### config.mk
export PLATFORM = sky130hd
export DESIGN_NAME = cpu_sequencer_flat
export DESIGN_NICKNAME = d
export VERILOG_FILES = /design/src/rtl/cpu_sequencer_pkg.sv /design/src/rtl/cpu_sequencer_if.sv /design/src/rtl/cpu_sequencer.sv /design/src/flat_wrapper.sv
export SDC_FILE = /design/constraint.sdc
export NUM_CORES = 1
export LEC_CHECK = 0
export CAP_MARGIN = 0
export CORE_MARGIN = 4
export CORE_UTILIZATION = 45
export DETAILED_ROUTE_END_ITERATION = 12
export MAX_ROUTING_LAYER = met4
export PLACE_DENSITY = 0.8
export REMOVE_ABC_BUFFERS = 1
export SYNTH_ARGS = -nofsm -noshare
export SYNTH_HDL_FRONTEND = slang
export SYNTH_SLANG_ARGS = --single-unit
### constraint.sdc
create_clock -name clk -period 1.5 [get_ports clk]
set_input_delay 0.3 -clock clk [delete_from_list [all_inputs] [get_ports clk]]
set_output_delay 0.3 -clock clk [all_outputs]
set_load 0.05 [all_outputs]
### src/rtl/cpu_sequencer_pkg.sv
// rtl/cpu_sequencer_pkg.sv - shared types and constants for the CPU sequencer
// States, memory command encoding, register/writeback selects and opcodes.
package cpu_sequencer_pkg;

    typedef enum logic [4:0] {
        S_RESET, S_IF1, S_IF2, S_UPC, S_DEC, S_WIMM,
        S_GETA, S_GETB, S_ALU, S_CMP, S_WREG,
        S_ADDR, S_LADDR, S_RD, S_LWB,
        S_SGETB, S_SPASS, S_WR, S_HALT
    } state_t;

    typedef enum logic [1:0] {
        CMD_NONE  = 2'b00,
        CMD_READ  = 2'b01,
        CMD_WRITE = 2'b10
    } mem_cmd_t;

    localparam logic [1:0] REG_RN = 2'b00;
    localparam logic [1:0] REG_RD = 2'b01;
    localparam logic [1:0] REG_RM = 2'b10;

    localparam logic [1:0] WB_C      = 2'b00;
    localparam logic [1:0] WB_PC     = 2'b01;
    localparam logic [1:0] WB_SXIMM8 = 2'b10;
    localparam logic [1:0] WB_MDATA  = 2'b11;

    localparam logic [2:0] OP_MOV = 3'b110;
    localparam logic [2:0] OP_ALU = 3'b101;
    localparam logic [2:0] OP_LDR = 3'b011;
    localparam logic [2:0] OP_STR = 3'b100;
    localparam logic [2:0] OP_HLT = 3'b111;

    function automatic logic is_wait(input state_t s);
        return (s == S_IF1) || (s == S_RD) || (s == S_WR);
    endfunction

endpackage

### src/rtl/cpu_sequencer_if.sv
// rtl/cpu_sequencer_if.sv - decoder/datapath/memory control bundle of the sequencer
// The master side is the sequencer; the slave side is decoder, datapath and memory.
interface cpu_sequencer_if;
    import cpu_sequencer_pkg::*;

    logic [2:0] opcode;
    logic [1:0] op;
    logic       mem_ready;
    mem_cmd_t   mem_cmd;
    logic       addr_sel;
    logic       load_ir;
    logic       load_pc;
    logic       reset_pc;
    logic       load_addr;
    logic [1:0] reg_sel;
    logic [1:0] wb_sel;
    logic       w_en;
    logic       en_A;
    logic       en_B;
    logic       en_C;
    logic       en_status;
    logic       sel_A;
    logic       sel_B;
    logic       halted;
    logic       mem_err;

    modport master (
        input  opcode, op, mem_ready,
        output mem_cmd, addr_sel, load_ir, load_pc, reset_pc, load_addr,
               reg_sel, wb_sel, w_en, en_A, en_B, en_C, en_status,
               sel_A, sel_B, halted, mem_err
    );

    modport slave (
        output opcode, op, mem_ready,
        input  mem_cmd, addr_sel, load_ir, load_pc, reset_pc, load_addr,
               reg_sel, wb_sel, w_en, en_A, en_B, en_C, en_status,
               sel_A, sel_B, halted, mem_err
    );
endinterface

### src/rtl/cpu_sequencer.sv
// rtl/cpu_sequencer.sv - Moore FSM driving fetch/decode/execute of the CPU datapath
// Outputs depend only on state and registered flags; inputs only steer the next state.
module cpu_sequencer
    import cpu_sequencer_pkg::*;
#(
    parameter int WAIT_LIMIT = 0
) (
    input  logic             clk,
    input  logic             rst,
    cpu_sequencer_if.master  bus
);

    state_t      state;
    state_t      next_state;
    logic [15:0] wait_cnt;
    logic        mem_err_q;
    logic        pass_a;
    logic        limit_hit;
    logic        timeout;

    assign limit_hit = (WAIT_LIMIT > 0) && (wait_cnt == 16'(WAIT_LIMIT - 1));

    always_ff @(posedge clk or posedge rst) begin
        if (rst) begin
            state     <= S_RESET;
            wait_cnt  <= '0;
            mem_err_q <= 1'b0;
            pass_a    <= 1'b0;
        end else begin
            state <= next_state;
            if (timeout)
                mem_err_q <= 1'b1;
            if (is_wait(state) && !bus.mem_ready)
                wait_cnt <= wait_cnt + 16'd1;
            else
                wait_cnt <= '0;
            // MOV reg and MVN pass B through the ALU with a zero A operand
            if (state == S_DEC)
                pass_a <= ({bus.opcode, bus.op} == {OP_MOV, 2'b00}) ||
                          ({bus.opcode, bus.op} == {OP_ALU, 2'b11});
        end
    end

    always_comb begin
        next_state    = state;
        timeout       = 1'b0;
        bus.mem_cmd   = CMD_NONE;
        bus.addr_sel  = 1'b0;
        bus.load_ir   = 1'b0;
        bus.load_pc   = 1'b0;
        bus.reset_pc  = 1'b0;
        bus.load_addr = 1'b0;
        bus.reg_sel   = REG_RN;
        bus.wb_sel    = WB_C;
        bus.w_en      = 1'b0;
        bus.en_A      = 1'b0;
        bus.en_B      = 1'b0;
        bus.en_C      = 1'b0;
        bus.en_status = 1'b0;
        bus.sel_A     = 1'b0;
        bus.sel_B     = 1'b0;
        bus.halted    = 1'b0;
        bus.mem_err   = mem_err_q;

        case (state)
            S_RESET: begin
                bus.reset_pc = 1'b1;
                bus.load_pc  = 1'b1;
                next_state   = S_IF1;
            end
            S_IF1: begin
                bus.mem_cmd  = CMD_READ;
                bus.addr_sel = 1'b1;
                if (bus.mem_ready)
                    next_state = S_IF2;
                else if (limit_hit) begin
                    timeout    = 1'b1;
                    next_state = S_HALT;
                end
            end
            S_IF2: begin
                bus.mem_cmd  = CMD_READ;
                bus.addr_sel = 1'b1;
                bus.load_ir  = 1'b1;
                next_state   = S_UPC;
            end
            S_UPC: begin
                bus.load_pc = 1'b1;
                next_state  = S_DEC;
            end
            S_DEC: begin
                case ({bus.opcode, bus.op})
                    {OP_MOV, 2'b10}: next_state = S_WIMM;
                    {OP_MOV, 2'b00}: next_state = S_GETB;
                    {OP_ALU, 2'b11}: next_state = S_GETB;
                    {OP_ALU, 2'b00}: next_state = S_GETA;
                    {OP_ALU, 2'b01}: next_state = S_GETA;
                    {OP_ALU, 2'b10}: next_state = S_GETA;
                    {OP_LDR, 2'b00}: next_state = S_GETA;
                    {OP_STR, 2'b00}: next_state = S_GETA;
                    default:         next_state = S_HALT;
                endcase
            end
            S_WIMM: begin
                bus.reg_sel = REG_RN;
                bus.wb_sel  = WB_SXIMM8;
                bus.w_en    = 1'b1;
                next_state  = S_IF1;
            end
            S_GETA: begin
                bus.reg_sel = REG_RN;
                bus.en_A    = 1'b1;
                next_state  = (bus.opcode == OP_LDR || bus.opcode == OP_STR) ? S_ADDR : S_GETB;
            end
            S_GETB: begin
                bus.reg_sel = REG_RM;
                bus.en_B    = 1'b1;
                next_state  = ({bus.opcode, bus.op} == {OP_ALU, 2'b01}) ? S_CMP : S_ALU;
            end
            S_ALU: begin
                bus.en_C   = 1'b1;
                bus.sel_A  = pass_a;
                next_state = S_WREG;
            end
            S_CMP: begin
                bus.en_status = 1'b1;
                next_state    = S_IF1;
            end
            S_WREG: begin
                bus.reg_sel = REG_RD;
                bus.wb_sel  = WB_C;
                bus.w_en    = 1'b1;
                next_state  = S_IF1;
            end
            S_ADDR: begin
                bus.sel_B  = 1'b1;
                bus.en_C   = 1'b1;
                next_state = S_LADDR;
            end
            S_LADDR: begin
                bus.load_addr = 1'b1;
                next_state    = (bus.opcode == OP_STR) ? S_SGETB : S_RD;
            end
            S_RD: begin
                bus.mem_cmd = CMD_READ;
                if (bus.mem_ready)
                    next_state = S_LWB;
                else if (limit_hit) begin
                    timeout    = 1'b1;
                    next_state = S_HALT;
                end
            end
            S_LWB: begin
                bus.mem_cmd = CMD_READ;
                bus.reg_sel = REG_RD;
                bus.wb_sel  = WB_MDATA;
                bus.w_en    = 1'b1;
                next_state  = S_IF1;
            end
            S_SGETB: begin
                bus.reg_sel = REG_RD;
                bus.en_B    = 1'b1;
                next_state  = S_SPASS;
            end
            S_SPASS: begin
                bus.sel_A  = 1'b1;
                bus.en_C   = 1'b1;
                next_state = S_WR;
            end
            S_WR: begin
                bus.mem_cmd = CMD_WRITE;
                if (bus.mem_ready)
                    next_state = S_IF1;
                else if (limit_hit) begin
                    timeout    = 1'b1;
                    next_state = S_HALT;
                end
            end
            S_HALT: begin
                bus.halted = 1'b1;
            end
            default: next_state = S_HALT;
        endcase
    end

endmodule

### src/flat_wrapper.sv
// flat-port wrapper written by rule: the top's interface ports become plain ports
module cpu_sequencer_flat import cpu_sequencer_pkg::*;
#(
    parameter int WAIT_LIMIT = 0
)
  (clk, rst, bus_opcode, bus_op, bus_mem_ready, bus_mem_cmd, bus_addr_sel, bus_load_ir, bus_load_pc, bus_reset_pc, bus_load_addr, bus_reg_sel, bus_wb_sel, bus_w_en, bus_en_A, bus_en_B, bus_en_C, bus_en_status, bus_sel_A, bus_sel_B, bus_halted, bus_mem_err);
  cpu_sequencer_if bus_i ();
  input  logic clk;
  input  logic rst;
  input wire logic [$bits(bus_i.opcode)-1:0] bus_opcode;
  input wire logic [$bits(bus_i.op)-1:0] bus_op;
  input wire logic [$bits(bus_i.mem_ready)-1:0] bus_mem_ready;
  output wire logic [$bits(bus_i.mem_cmd)-1:0] bus_mem_cmd;
  output wire logic [$bits(bus_i.addr_sel)-1:0] bus_addr_sel;
  output wire logic [$bits(bus_i.load_ir)-1:0] bus_load_ir;
  output wire logic [$bits(bus_i.load_pc)-1:0] bus_load_pc;
  output wire logic [$bits(bus_i.reset_pc)-1:0] bus_reset_pc;
  output wire logic [$bits(bus_i.load_addr)-1:0] bus_load_addr;
  output wire logic [$bits(bus_i.reg_sel)-1:0] bus_reg_sel;
  output wire logic [$bits(bus_i.wb_sel)-1:0] bus_wb_sel;
  output wire logic [$bits(bus_i.w_en)-1:0] bus_w_en;
  output wire logic [$bits(bus_i.en_A)-1:0] bus_en_A;
  output wire logic [$bits(bus_i.en_B)-1:0] bus_en_B;
  output wire logic [$bits(bus_i.en_C)-1:0] bus_en_C;
  output wire logic [$bits(bus_i.en_status)-1:0] bus_en_status;
  output wire logic [$bits(bus_i.sel_A)-1:0] bus_sel_A;
  output wire logic [$bits(bus_i.sel_B)-1:0] bus_sel_B;
  output wire logic [$bits(bus_i.halted)-1:0] bus_halted;
  output wire logic [$bits(bus_i.mem_err)-1:0] bus_mem_err;
  assign bus_i.opcode = bus_opcode;
  assign bus_i.op = bus_op;
  assign bus_i.mem_ready = bus_mem_ready;
  assign bus_mem_cmd = bus_i.mem_cmd;
  assign bus_addr_sel = bus_i.addr_sel;
  assign bus_load_ir = bus_i.load_ir;
  assign bus_load_pc = bus_i.load_pc;
  assign bus_reset_pc = bus_i.reset_pc;
  assign bus_load_addr = bus_i.load_addr;
  assign bus_reg_sel = bus_i.reg_sel;
  assign bus_wb_sel = bus_i.wb_sel;
  assign bus_w_en = bus_i.w_en;
  assign bus_en_A = bus_i.en_A;
  assign bus_en_B = bus_i.en_B;
  assign bus_en_C = bus_i.en_C;
  assign bus_en_status = bus_i.en_status;
  assign bus_sel_A = bus_i.sel_A;
  assign bus_sel_B = bus_i.sel_B;
  assign bus_halted = bus_i.halted;
  assign bus_mem_err = bus_i.mem_err;
  cpu_sequencer #(.WAIT_LIMIT(WAIT_LIMIT)) u_core (.clk(clk), .rst(rst), .bus(bus_i));
endmodule
==> results.py, run 1 <==
metrics = {
    "floorplan": {
        "initial_core_util": 0.480,
        "boundaryPins": 28,
        "floorplan.rows": 15,
        "die_x_um": 51.2,
        "dieHeight_um": 51.2,
    },
    "cts": {
        "cts-hold-fix-buffers": 0,
        "cts_buffers": 3,
        "cts_setup_buffers": 6,
        "cts_resized": 44,
        "ctsRootBufferMaster": "clkbuf_4",
        "cts_sinks": 6,
        "htree_levels": 1,
        "cts_max_path_buffers": 2,
    },
    "synth": {
        "synth_cells": 115,
        "postSynthAreaPerCell_um2": 7.29,
        "synth-seq-area-share": 0.179,
        "synthArstFlopShare": 1.00,
        "synth_cell_types": 43,
        "ys_warn_count": 0,
        "synth_seq_cells": 6,
        "synthFlopType": "dfrtp_1",
        "syn-cell-area_um2": 838,
        "yosysTopAreaCell": "dfrtp_1",
        "synth_edf_count": 0,
        "synth_top_cell_area_share": 0.179,
        "netlist_top_cells_area": "dfrtp_1, nand2_1, nor3_1",
    },
    "place": {
        "portBuffers": 26,
        "dp_slack_ps": -327,
        "place.gp.congestion": 0.870,
        "place_area_um2": 1510,
        "dp_hpwl_mm": 2.53,
    },
    "status": {
        "error_line": "[ERROR DPL-0038] Utilization greater than 100%, impossible to legalize",
        "status": "stopped before the end",
        "haltStage": "clock tree synthesis",
    },
}
==> synthesized netlist by cell type (all sizes together), types with 3 or more instances <==
master,instances
buf,11
nand2,11
nor2,10
nor3,8
dfrtp,6
nand2b,6
o21ai,6
a31oi,5
nand3,5
a21oi,4
nor2b,4
inv,3
nor4b,3
xnor2,3
==> cell families after synthesis <==
group	synth area share
and+or+nand+nor	0.397
buffers and inverters	0.122
other	0.00447
xor gates and xnor gates	0.0418
AOI/OAI and AO/OA	0.255
DFF	0.179
==> stage by stage <==
step	util	instances
2_1_floorplan	-	102
3_3_place_gp	0.867	191
3_5_place_dp	0.867	191
==> inputs of run 2 (changes only) <==
--- a/config.mk
+++ b/config.mk
@@ -6,11 +6,10 @@
 export NUM_CORES = 1
 export LEC_CHECK = 0
 export CAP_MARGIN = 0
-export CORE_MARGIN = 4
-export CORE_UTILIZATION = 45
+export CORE_AREA = 4 4 65 67
 export DETAILED_ROUTE_END_ITERATION = 12
-export MAX_ROUTING_LAYER = met4
-export PLACE_DENSITY = 0.8
+export DIE_AREA = 0 0 69 71
+export PLACE_DENSITY_LB_ADDON = 0.15
 export REMOVE_ABC_BUFFERS = 1
 export SYNTH_ARGS = -nofsm -noshare
 export SYNTH_HDL_FRONTEND = slang
==> run 2 against run 1 <==
  * The flow now finishes, with violations (setup timing)
  * Area after synthesis is the same
  * Synthesized cell count unchanged
==> results.py, run 2 <==
metrics = {
    "status": {
        "status": "complete, but fails checks",
        "violations": "setup timing",
    },
    "timing": {
        "fin_skew_ps": 1.76,
        "hold_viol": 0,
        "timing.final.crit_share": 1.21,
        "finalCriticalPeriod_ps": 1810,
        "whs_ps": 308,
        "rsz0062_at_grt": "true",
        "fin_setup_tns_ps": -4520,
        "maxSlewViolCount": 0,
        "setup_slack_ps": -312,
        "fmax_mhz": 552,
        "finalSetupViolations": 23,
    },
    "route": {
        "drc": 0,
        "wl_per_cell_um": 14.9,
        "drt-vias-per-instance": 5.09,
        "drt-initial-drc-count": 50,
        "vias": 1175,
        "dr.pass1.iters": 4,
        "drt_wl_total_mm": 3.45,
        "antenna_left": 0,
    },
    "synth": {
        "synth_edf_count": 0,
        "ys_warn_count": 0,
        "synth-seq-area-share": 0.179,
        "syn-cell-area_um2": 838,
        "netlist_top_cells_area": "dfrtp_1, nand2_1, nor3_1",
        "synth_seq_cells": 6,
        "synth_cells": 115,
        "postSynthAreaPerCell_um2": 7.29,
        "yosysTopAreaCell": "dfrtp_1",
        "synth_common_cells": "nand2_1, nor2_1, nor3_1",
        "synthFlopType": "dfrtp_1",
        "synth_top_cell_area_share": 0.179,
        "synthArstFlopShare": 1.00,
        "post-synth-top-count-cell": "nand2_1",
        "synth_cell_types": 43,
    },
    "finish": {
        "area_growth_pct": 156,
        "final_cell_mix": "buf_4, buf_6, buf_12",
        "top_regs": "u_core.state (5), u_core.pass_a (1)",
        "fillCellCount": 321,
        "drive_gt1_frac": 0.694,
        "largest_reg_flops": 5,
        "seqCellArea_um2": 156,
        "layout_commonest_cell": "buf_4",
        "diodes": 0,
        "final_cells": 231,
        "nets": 193,
        "largest-register": "u_core.state",
        "multi_input_area_um2": 925,
    },
    "cts": {
        "htree_levels": 1,
        "insertion_delay_ps": 230,
        "ctsRootBufferMaster": "clkbuf_8",
        "cts_tree": "done",
        "cts_max_path_buffers": 2,
        "cts_buffers": 3,
        "cts-hold-fix-buffers": 0,
        "cts_sinks": 6,
        "clk_pin_slew_ps": 40,
    },
    "setup_path": {
        "arrival_ps": 1510,
        "cp_data_required_time_ps": 1200,
        "r2r_cells": 6,
        "critPathCaptureType": "primary output",
        "critPathMaxFanout": 7,
        "timing_worst_setup_path_type": "register to primary output",
        "start_kind": "register",
    },
    "pwr": {
        "combPwrFrac": 0.870,
        "vdd_drop_max_v": 0.000780,
        "p_per_area_nw_per_um2": 2420,
        "switching_power_mw": 2.43,
        "power_mw": 5.21,
        "internal_power_mw": 2.77,
        "power_frac_clock": 0.047,
        "p_leak_nw": 0.844,
        "seqPwrFrac": 0.082,
        "sw_frac_of_total": 0.467,
    },
    "global_route": {
        "grt_pass1_vias": 1160,
        "track_usage": 0.133,
        "grt_max_degree": 16,
        "grt_remaining_overflow": 0,
        "antenna_found_initial": 0,
        "grt_pass1_wl_mm": 5.44,
    },
    "floorplan": {
        "dieHeight_um": 71,
        "initial_core_util": 0.231,
        "die-area_um2": 4900,
        "boundaryPins": 28,
        "die_x_um": 69,
        "coreArea_um2": 3630,
        "floorplan.rows": 22,
    },
    "place": {
        "dp_slack_ps": -247,
        "place.gp.congestion": 0.820,
        "dp.cells": 216,
        "dp_hpwl_mm": 2.18,
        "portBuffers": 26,
    },
    "flow_run": {
        "maxCapViolCount": 0,
    },
    "hold_path": {
        "hold_path.class": "primary input to asynchronous set/reset pin",
    },
}
## run 2: cell counts after synthesis
Identical to the previous run, type by type.
## run 2: path summary, 6_finish.rpt
check	startpoint	end	slack (ps)
setup / recovery	u_core.state[0]	bus_reset_pc	-310
hold / removal	rst	u_core.state[1]	310
setup reg to reg	u_core.state[0]	u_core.state[1]	-80
hold reg to reg	u_core.pass_a	u_core.pass_a	550
max in group asynchronous	rst	u_core.state[4]	970
min in group clk	u_core.pass_a	u_core.pass_a	550
## run 2: critical path: stages, from the launching register on
cell     delay, ps
dfrtp_2        490
or3_4          400
nor3_2         120
buf_4          140
buf_12         120
## run 2: stage by stage
step                utilization  area [um2]
floorplan                     -         747
global placement          0.432        1570
detailed placement        0.432        1570
CTS                       0.500        1820
global route              0.591        2150
finish                    0.591        2150
## run 2: kinds of logic (layout without fill, tap and decap cells)
logic type	Yosys count	in the layout	share of synthesized area
DFF	6	6	0.179
xor gates and xnor gates	4	4	0.0418
buffers and inverters	16	84	0.122
and+or+nand+nor	59	59	0.397
AOI/OAI and AO/OA	29	29	0.255
other	1	1	0.00447
## run 2: what timing repair did
action | in CTS | in global routing
endpoints found under the hold margin | 0 | 0
resized for setup | 51 | 52
endpoints found under the setup margin | 23 | 24
buffers inserted | 2 | 10
pin swaps | 12 | 16
## run 2: final cells by class
| type | instances | area share |
|---|---|---|
| Inverter | 3 | 0.00524 |
| Clock buffer | 3 | 0.0192 |
| Timing Repair Buffer | 78 | 0.444 |
| Multi-Input combinational cell | 93 | 0.430 |
| Tap cell | 48 | 0.0280 |
| Sequential cell | 6 | 0.0728 |
## run 2: layer usage
metal | vias to the layer above | global-route usage | wire length, um
met3 | 7 | 0.0213 | 71
met5 | - | 0 | 0
met1 | 592 | 0.163 | 1350
met4 | 0 | 0.0521 | 60
li1 | 556 | - | -
met2 | 20 | 0.231 | 1970
## run 2: power by group through the flow
stage | combinational [mW] | sequential (mW) | clock [mW]
5_1_grt | 4.78 | 0.442 | 0.264
2_1_floorplan | 1.36 | 0.500 | 0
4_1_cts | 3.68 | 0.391 | 0.248
3_5_place_dp | 3.24 | 0.346 | 0
3_3_place_gp | 3.21 | 0.346 | 0
6_report | 4.53 | 0.428 | 0.247
No activity file was read; power rests on OpenSTA's default activity.
